$ cat src/rtl/alu_operand_stage_pkg.sv
// rtl/alu_operand_stage_pkg.sv - ALU mode codes and operand-stage FSM state encodings
// Shared by the operand stage, the ALU and their benches.
package alu_operand_stage_pkg;

  localparam logic [2:0] MODE_ADD    = 3'd0;
  localparam logic [2:0] MODE_SUBST  = 3'd1;
  localparam logic [2:0] MODE_SHIFTR = 3'd2;
  localparam logic [2:0] MODE_SHIFTL = 3'd3;
  localparam logic [2:0] MODE_AND    = 3'd4;
  localparam logic [2:0] MODE_OR     = 3'd5;
  localparam logic [2:0] MODE_NOT    = 3'd6;
  localparam logic [2:0] MODE_XOR    = 3'd7;

  localparam logic [1:0] ST_IDLE = 2'd0;
  localparam logic [1:0] ST_OPER = 2'd1;
  localparam logic [1:0] ST_EXEC = 2'd2;
  localparam logic [1:0] ST_LOAD = 2'd3;

endpackage

$ cat src/rtl/alu_operand_stage_reg_file.sv
// rtl/alu_operand_stage_reg_file.sv - reg_file_8x16: two read ports, debug read port, one write port
// r0 is hard zero: reads return 0 and writes to it are dropped.
module reg_file_8x16
  import alu_operand_stage_pkg::*;
#(
  parameter int DATA_W = 16,
  parameter int NREGS  = 8,
  parameter int ADDR_W = 3
) (
  input  logic              clk,
  input  logic              rst_n,
  input  logic              we,
  input  logic [ADDR_W-1:0] waddr,
  input  logic [DATA_W-1:0] wdata,
  input  logic [ADDR_W-1:0] raddr1,
  output logic [DATA_W-1:0] rdata1,
  input  logic [ADDR_W-1:0] raddr2,
  output logic [DATA_W-1:0] rdata2,
  input  logic [ADDR_W-1:0] dbg_addr,
  output logic [DATA_W-1:0] dbg_data
);

  logic [DATA_W-1:0] regs [NREGS];

  always_ff @(posedge clk or negedge rst_n) begin
    if (!rst_n) begin
      for (int i = 0; i < NREGS; i++) begin
        regs[i] <= '0;
      end
    end else if (we && (waddr != '0)) begin
      regs[waddr] <= wdata;
    end
  end

  assign rdata1   = (raddr1   == '0) ? '0 : regs[raddr1];
  assign rdata2   = (raddr2   == '0) ? '0 : regs[raddr2];
  assign dbg_data = (dbg_addr == '0) ? '0 : regs[dbg_addr];

endmodule

$ cat src/rtl/alu_operand_stage.sv
// rtl/alu_operand_stage.sv - operand fetch / writeback stage in front of the 16-bit ALU
// Optional ALU_FLAGS_EN adds registered zero/negative flags captured on ALU writeback.
module alu_operand_stage
  import alu_operand_stage_pkg::*;
#(
  parameter int DATA_W = 16,
  parameter int NREGS  = 8,
  parameter int ADDR_W = 3
) (
  input  logic              clk,
  input  logic              rst_n,
  input  logic              in_valid,
  output logic              in_ready,
  input  logic              in_load,
  input  logic [2:0]        in_op,
  input  logic [ADDR_W-1:0] in_rd,
  input  logic [ADDR_W-1:0] in_rs1,
  input  logic [ADDR_W-1:0] in_rs2,
  input  logic [DATA_W-1:0] in_imm,
  output logic [DATA_W-1:0] alu_in1,
  output logic [DATA_W-1:0] alu_in2,
  output logic [2:0]        alu_mode,
  input  logic [DATA_W-1:0] alu_result,
  output logic              done,
  input  logic [ADDR_W-1:0] dbg_addr,
  output logic [DATA_W-1:0] dbg_data
`ifdef ALU_FLAGS_EN
  ,
  output logic              flag_z,
  output logic              flag_n
`endif
);

  logic [1:0]        state;
  logic [2:0]        lat_op;
  logic [ADDR_W-1:0] lat_rd;
  logic [ADDR_W-1:0] lat_rs1;
  logic [ADDR_W-1:0] lat_rs2;
  logic [DATA_W-1:0] lat_imm;

  logic              rf_we;
  logic [DATA_W-1:0] rf_wdata;
  logic [DATA_W-1:0] rd_data1;
  logic [DATA_W-1:0] rd_data2;

  assign in_ready = (state == ST_IDLE);

  // Writeback happens on the last edge of either path; the LOAD path bypasses the ALU.
  assign rf_we    = (state == ST_EXEC) || (state == ST_LOAD);
  assign rf_wdata = (state == ST_LOAD) ? lat_imm : alu_result;

  reg_file_8x16 #(
    .DATA_W (DATA_W),
    .NREGS  (NREGS),
    .ADDR_W (ADDR_W)
  ) u_reg_file (
    .clk      (clk),
    .rst_n    (rst_n),
    .we       (rf_we),
    .waddr    (lat_rd),
    .wdata    (rf_wdata),
    .raddr1   (lat_rs1),
    .rdata1   (rd_data1),
    .raddr2   (lat_rs2),
    .rdata2   (rd_data2),
    .dbg_addr (dbg_addr),
    .dbg_data (dbg_data)
  );

  always_ff @(posedge clk or negedge rst_n) begin
    if (!rst_n) begin
      state    <= ST_IDLE;
      done     <= 1'b0;
      alu_in1  <= '0;
      alu_in2  <= '0;
      alu_mode <= '0;
      lat_op   <= '0;
      lat_rd   <= '0;
      lat_rs1  <= '0;
      lat_rs2  <= '0;
      lat_imm  <= '0;
    end else begin
      done <= 1'b0;
      case (state)
        ST_IDLE: begin
          if (in_valid) begin
            lat_op  <= in_op;
            lat_rd  <= in_rd;
            lat_rs1 <= in_rs1;
            lat_rs2 <= in_rs2;
            lat_imm <= in_imm;
            state   <= in_load ? ST_LOAD : ST_OPER;
          end
        end
        ST_OPER: begin
          alu_in1  <= rd_data1;
          alu_in2  <= rd_data2;
          alu_mode <= lat_op;
          state    <= ST_EXEC;
        end
        ST_EXEC: begin
          done  <= 1'b1;
          state <= ST_IDLE;
        end
        ST_LOAD: begin
          done  <= 1'b1;
          state <= ST_IDLE;
        end
        default: state <= ST_IDLE;
      endcase
    end
  end

`ifdef ALU_FLAGS_EN
  always_ff @(posedge clk or negedge rst_n) begin
    if (!rst_n) begin
      flag_z <= 1'b0;
      flag_n <= 1'b0;
    end else if (state == ST_EXEC) begin
      flag_z <= (alu_result == '0);
      flag_n <= alu_result[DATA_W-1];
    end
  end
`endif

endmodule
$ cat config.mk
export PLATFORM = sky130hd
export DESIGN_NAME = alu_operand_stage
export DESIGN_NICKNAME = d
export VERILOG_FILES = /design/src/rtl/alu_operand_stage_pkg.sv /design/src/rtl/alu_operand_stage_reg_file.sv /design/src/rtl/alu_operand_stage.sv
export SDC_FILE = /design/constraint.sdc
export NUM_CORES = 1
export LEC_CHECK = 0
export CAP_MARGIN = 10
export CORE_UTILIZATION = 25
export CTS_BUF_LIST = sky130_fd_sc_hd__clkbuf_4
export CTS_CLUSTER_DIAMETER = 200
export DETAILED_ROUTE_END_ITERATION = 16
export HOLD_SLACK_MARGIN = 0.05
export PLACE_DENSITY = 0.49
export SLEW_MARGIN = 15
export SYNTH_ARGS = -nofsm -noshare
export SYNTH_HDL_FRONTEND = slang
export SYNTH_SLANG_ARGS = --single-unit
$ cat constraint.sdc
create_clock -name clk -period 1.9 [get_ports clk]
set_clock_uncertainty 0.2 [all_clocks]
set_input_delay 0.38 -clock clk [delete_from_list [all_inputs] [get_ports clk]]
set_output_delay 0.38 -clock clk [all_outputs]
set_load 0.02 [all_outputs]
==> results.md <==
* H-tree levels at 4
* Detailed-route wire length per cell at 19.95 um
* Clock sink count at 178
* Mean area per synthesized cell at 10.96 sq um
* Number of cell rows at 70
* Clk buf depth at 2
* Final setup viols at 16
* Post-DP Area at 12350 sq um
* Ys Warns at 0
* WHS Path Cells at 3
* CP endpoint kind: output port
* Req. time, crit path at 1320 ps
* Max cap viols at 0
* Highest Clock Rate at 0.4146 GHz
* Critical path arrival at 1830 ps
* Synth area leader: dfrtp_1
* NumNets Final at 1170
* Total CTS buffers at 17
* Area contributors post-synth: dfrtp_1 (47%), mux2_2 (7.5%), mux2i_1 (7.4%)
* CTS root buffer: clkbuf_4
* Pwr/cell area at 1565 nW/um^2
* Post-Route M1 WL at 15.01 mm
* P_sw at 7855 uW
* Measured slew at the worst slew-check pin at 402.1 ps
* Core Util, Final at 35.39%
* Worst slew margin at 72.62%
* Seq cells post-synth at 178
* Setup WS post-layout at -512.1 ps
* Pre-CTS WS at -915.3 ps
* Seq/Total Area, Yosys at 47.33%
* Final Power at 20380 uW
* Fraction of layout instances using a drive strength above 1 at 39.31%
* DR top layer: met5
* Netlist cell types at 38
* CTS tree: built
* IO buf count at 103
* Iteration-0 DRC Markers at 500
* Yosys top cell area share at 47.33%
* IO Count at 104
* Die X at 196.0 um
* Antenna-violating nets left at 0
* Final Hold Vio Count at 0
* Async SR Flop Fraction at 100.0%
* Post-synthesis net count at 910
* Final instance area at 13020 sq um
* Startpoint Class: flip-flop
* Drt drc at 0
* Initial antenna violation count at 2
* Routability cong. at 0.7974
* Worst min path class: in2reg
* Initial core utilization at 25.59%
* DR WL met3 at 1.264 mm
* R2r worst-path depth at 5
* Detailed Routing Iterations Pass 1 at 6
* Leak Pwr at 0.005680 uW
* Tot GR Track Use at 16.65%
* Gate power share at 53.3%
* Half-perimeter wire length after placement at 21.95 mm
* Mapped Cells at 859
* Via density at 4.807
* Sw frac at 38.54%
* P_int at 12530 uW
* Largest net degree at the start of global routing at 48
* Vias in the first global route at 7707
* Grt ovf at 0
* Fill count at 3749
* Post-Syn Area at 9412 sq um
* Post-synth EDFFs at 0
* Sequential Power Share at 32.8%
* Final Max Slew Viols at 0
* Most used DFF post-synth: dfrtp_1
* Area of the core at 36790 sq um
* Failing checks: setup timing
* Die area at 38430 sq um
* First-pass GRT wire length at 47.68 mm
* DRT Wirelength at 31.94 mm
* Worst-path clk slew at 160 ps
* Clock latency on the worst-skew pair at 630 ps
* Area overhead of the layout relative to synthesis at 38.34%
* DR WL met2 at 15.27 mm
* Clock network power share at 13.9%
* Outcome: finished, violations left
* Crit-path max FO at 2
* Tcrit/Tclk final at 127.0%
* Via count at 7696
* Max VDD drop at 0.5229 mV
* Die Ht at 196.0 um
* Unrepaired setup endpoints after global routing: true
* Fin crit period at 2412 ps
* Critical path class: reg2out
==> layer usage <==
layer / track usage, % / vias up
met2: 27.01 / 147
li1: - / 3698
met3: 2.579 / 26
met1: 23.05 / 3823
met5: 0 / -
met4: 4.398 / 2
==> power by group through the flow <==
stage	registers [uW]	logic, uW	clock network, uW
after global routing	6890	11800	3050
after CTS	6690	10600	2930
after detailed placement	6820	10500	0
after global placement	6820	10400	0
after floorplan	7180	5090	0
final	6680	10900	2830
==> cell type report <==
class / instances / area, sq um / share of cell area [%]
Antenna cell: 1 / 2.502 / 0.01922
Clock buffer: 17 / 127.6 / 0.9802
Clock inverter: 15 / 250.2 / 1.922
Multi-Input combinational cell: 606 / 4742 / 36.42
Sequential cell: 178 / 4459 / 34.25
Tap cell: 468 / 585.6 / 4.497
Timing Repair Buffer: 316 / 2853 / 21.91
==> per-stage QoR <==
step           instances  hold WS, ps  setup TNS, ps
3_3_place_gp        1536        132.6         -13310
4_1_cts             1589        107.9          -8451
2_1_floorplan        859       -115.6              0
3_5_place_dp        1536        125.9         -13860
5_1_grt             1601        125.2          -8972
6_report            1601        142.7          -7672
==> state kept, by name (all words and copies together) (netlist names) <==
name	flops
lat_rs1	3
lat_rs2	3
alu_mode	3
lat_imm	16
alu_in1	16
done	1
u_reg_file.regs	112
lat_rd	3
lat_op	3
alu_in2	16
state	2
==> critical path: stages (launching register included) <==
cell and delay, ps:
dfrtp_1 410, mux4_2 460, a21o_1 210, buf_6 140
==> cells in the mapped netlist (all sizes together), types with 7 or more instances <==
master / count
nand2: 105
dfrtp: 178
a211oi: 10
o22ai: 7
mux2: 77
o31ai: 7
buf: 46
mux4: 18
o22a: 22
o21ai: 79
o221ai: 22
a221oi: 7
clkbuf: 29
nor2: 65
a22oi: 28
a21oi: 61
mux2i: 80
==> repair_timing <==
item,CTS,global route
pin swaps,15,3
hold buffers,2,0
resized for setup,255,27
cloned,0,2
endpoints found under the hold margin,178,0
setup buffers,19,10
setup endpoints to repair,62,65
==> cell usage in the layout (no fill, tap or decap), drive strengths merged <==
master / count
a22oi: 28
nor3: 1
nand4: 1
o22ai: 7
and2b: 2
nand4b: 3
nor2: 65
mux4: 18
clkbuf: 19
dlygate4sd2: 1
nand2: 105
and2: 1
nand2b: 3
o31ai: 7
mux2: 77
dfrtp: 178
dlygate4sd3: 2
clkdlybuf4s15: 1
a211oi: 10
mux2i: 80
a221oi: 7
nor2b: 2
o22a: 22
and4bb: 2
bufinv: 6
a21oi: 61
o221ai: 22
nand3: 1
clkdlybuf4s50: 46
o21ai: 79
buf: 264
diode: 1
clkinv: 3
a21o: 1
o2111ai: 1
clkinvlp: 1
inv: 5
==> final timing paths <==
kind,from,end,slack [ps]
setup / recovery,u_reg_file.regs[12],dbg_data[12],-510
max in group asynchronous,rst_n,lat_imm[4],360
min in group asynchronous,rst_n,alu_mode[1],550
hold / removal,in_load,state[1],140
hold reg to reg,lat_op[1],alu_mode[1],270
setup reg to reg,lat_rs1[0],alu_in1[12],40
==> kinds of logic after synthesis <==
family,synth area share (%)
flip-flops,47.33
multiplexers,23.72
AND/OR/NAND/NOR,8.189
buffers and inverters,4.307
AO/OA/AOI/OAI,16.46
Note: power is estimated with default switching activity, not from simulation.
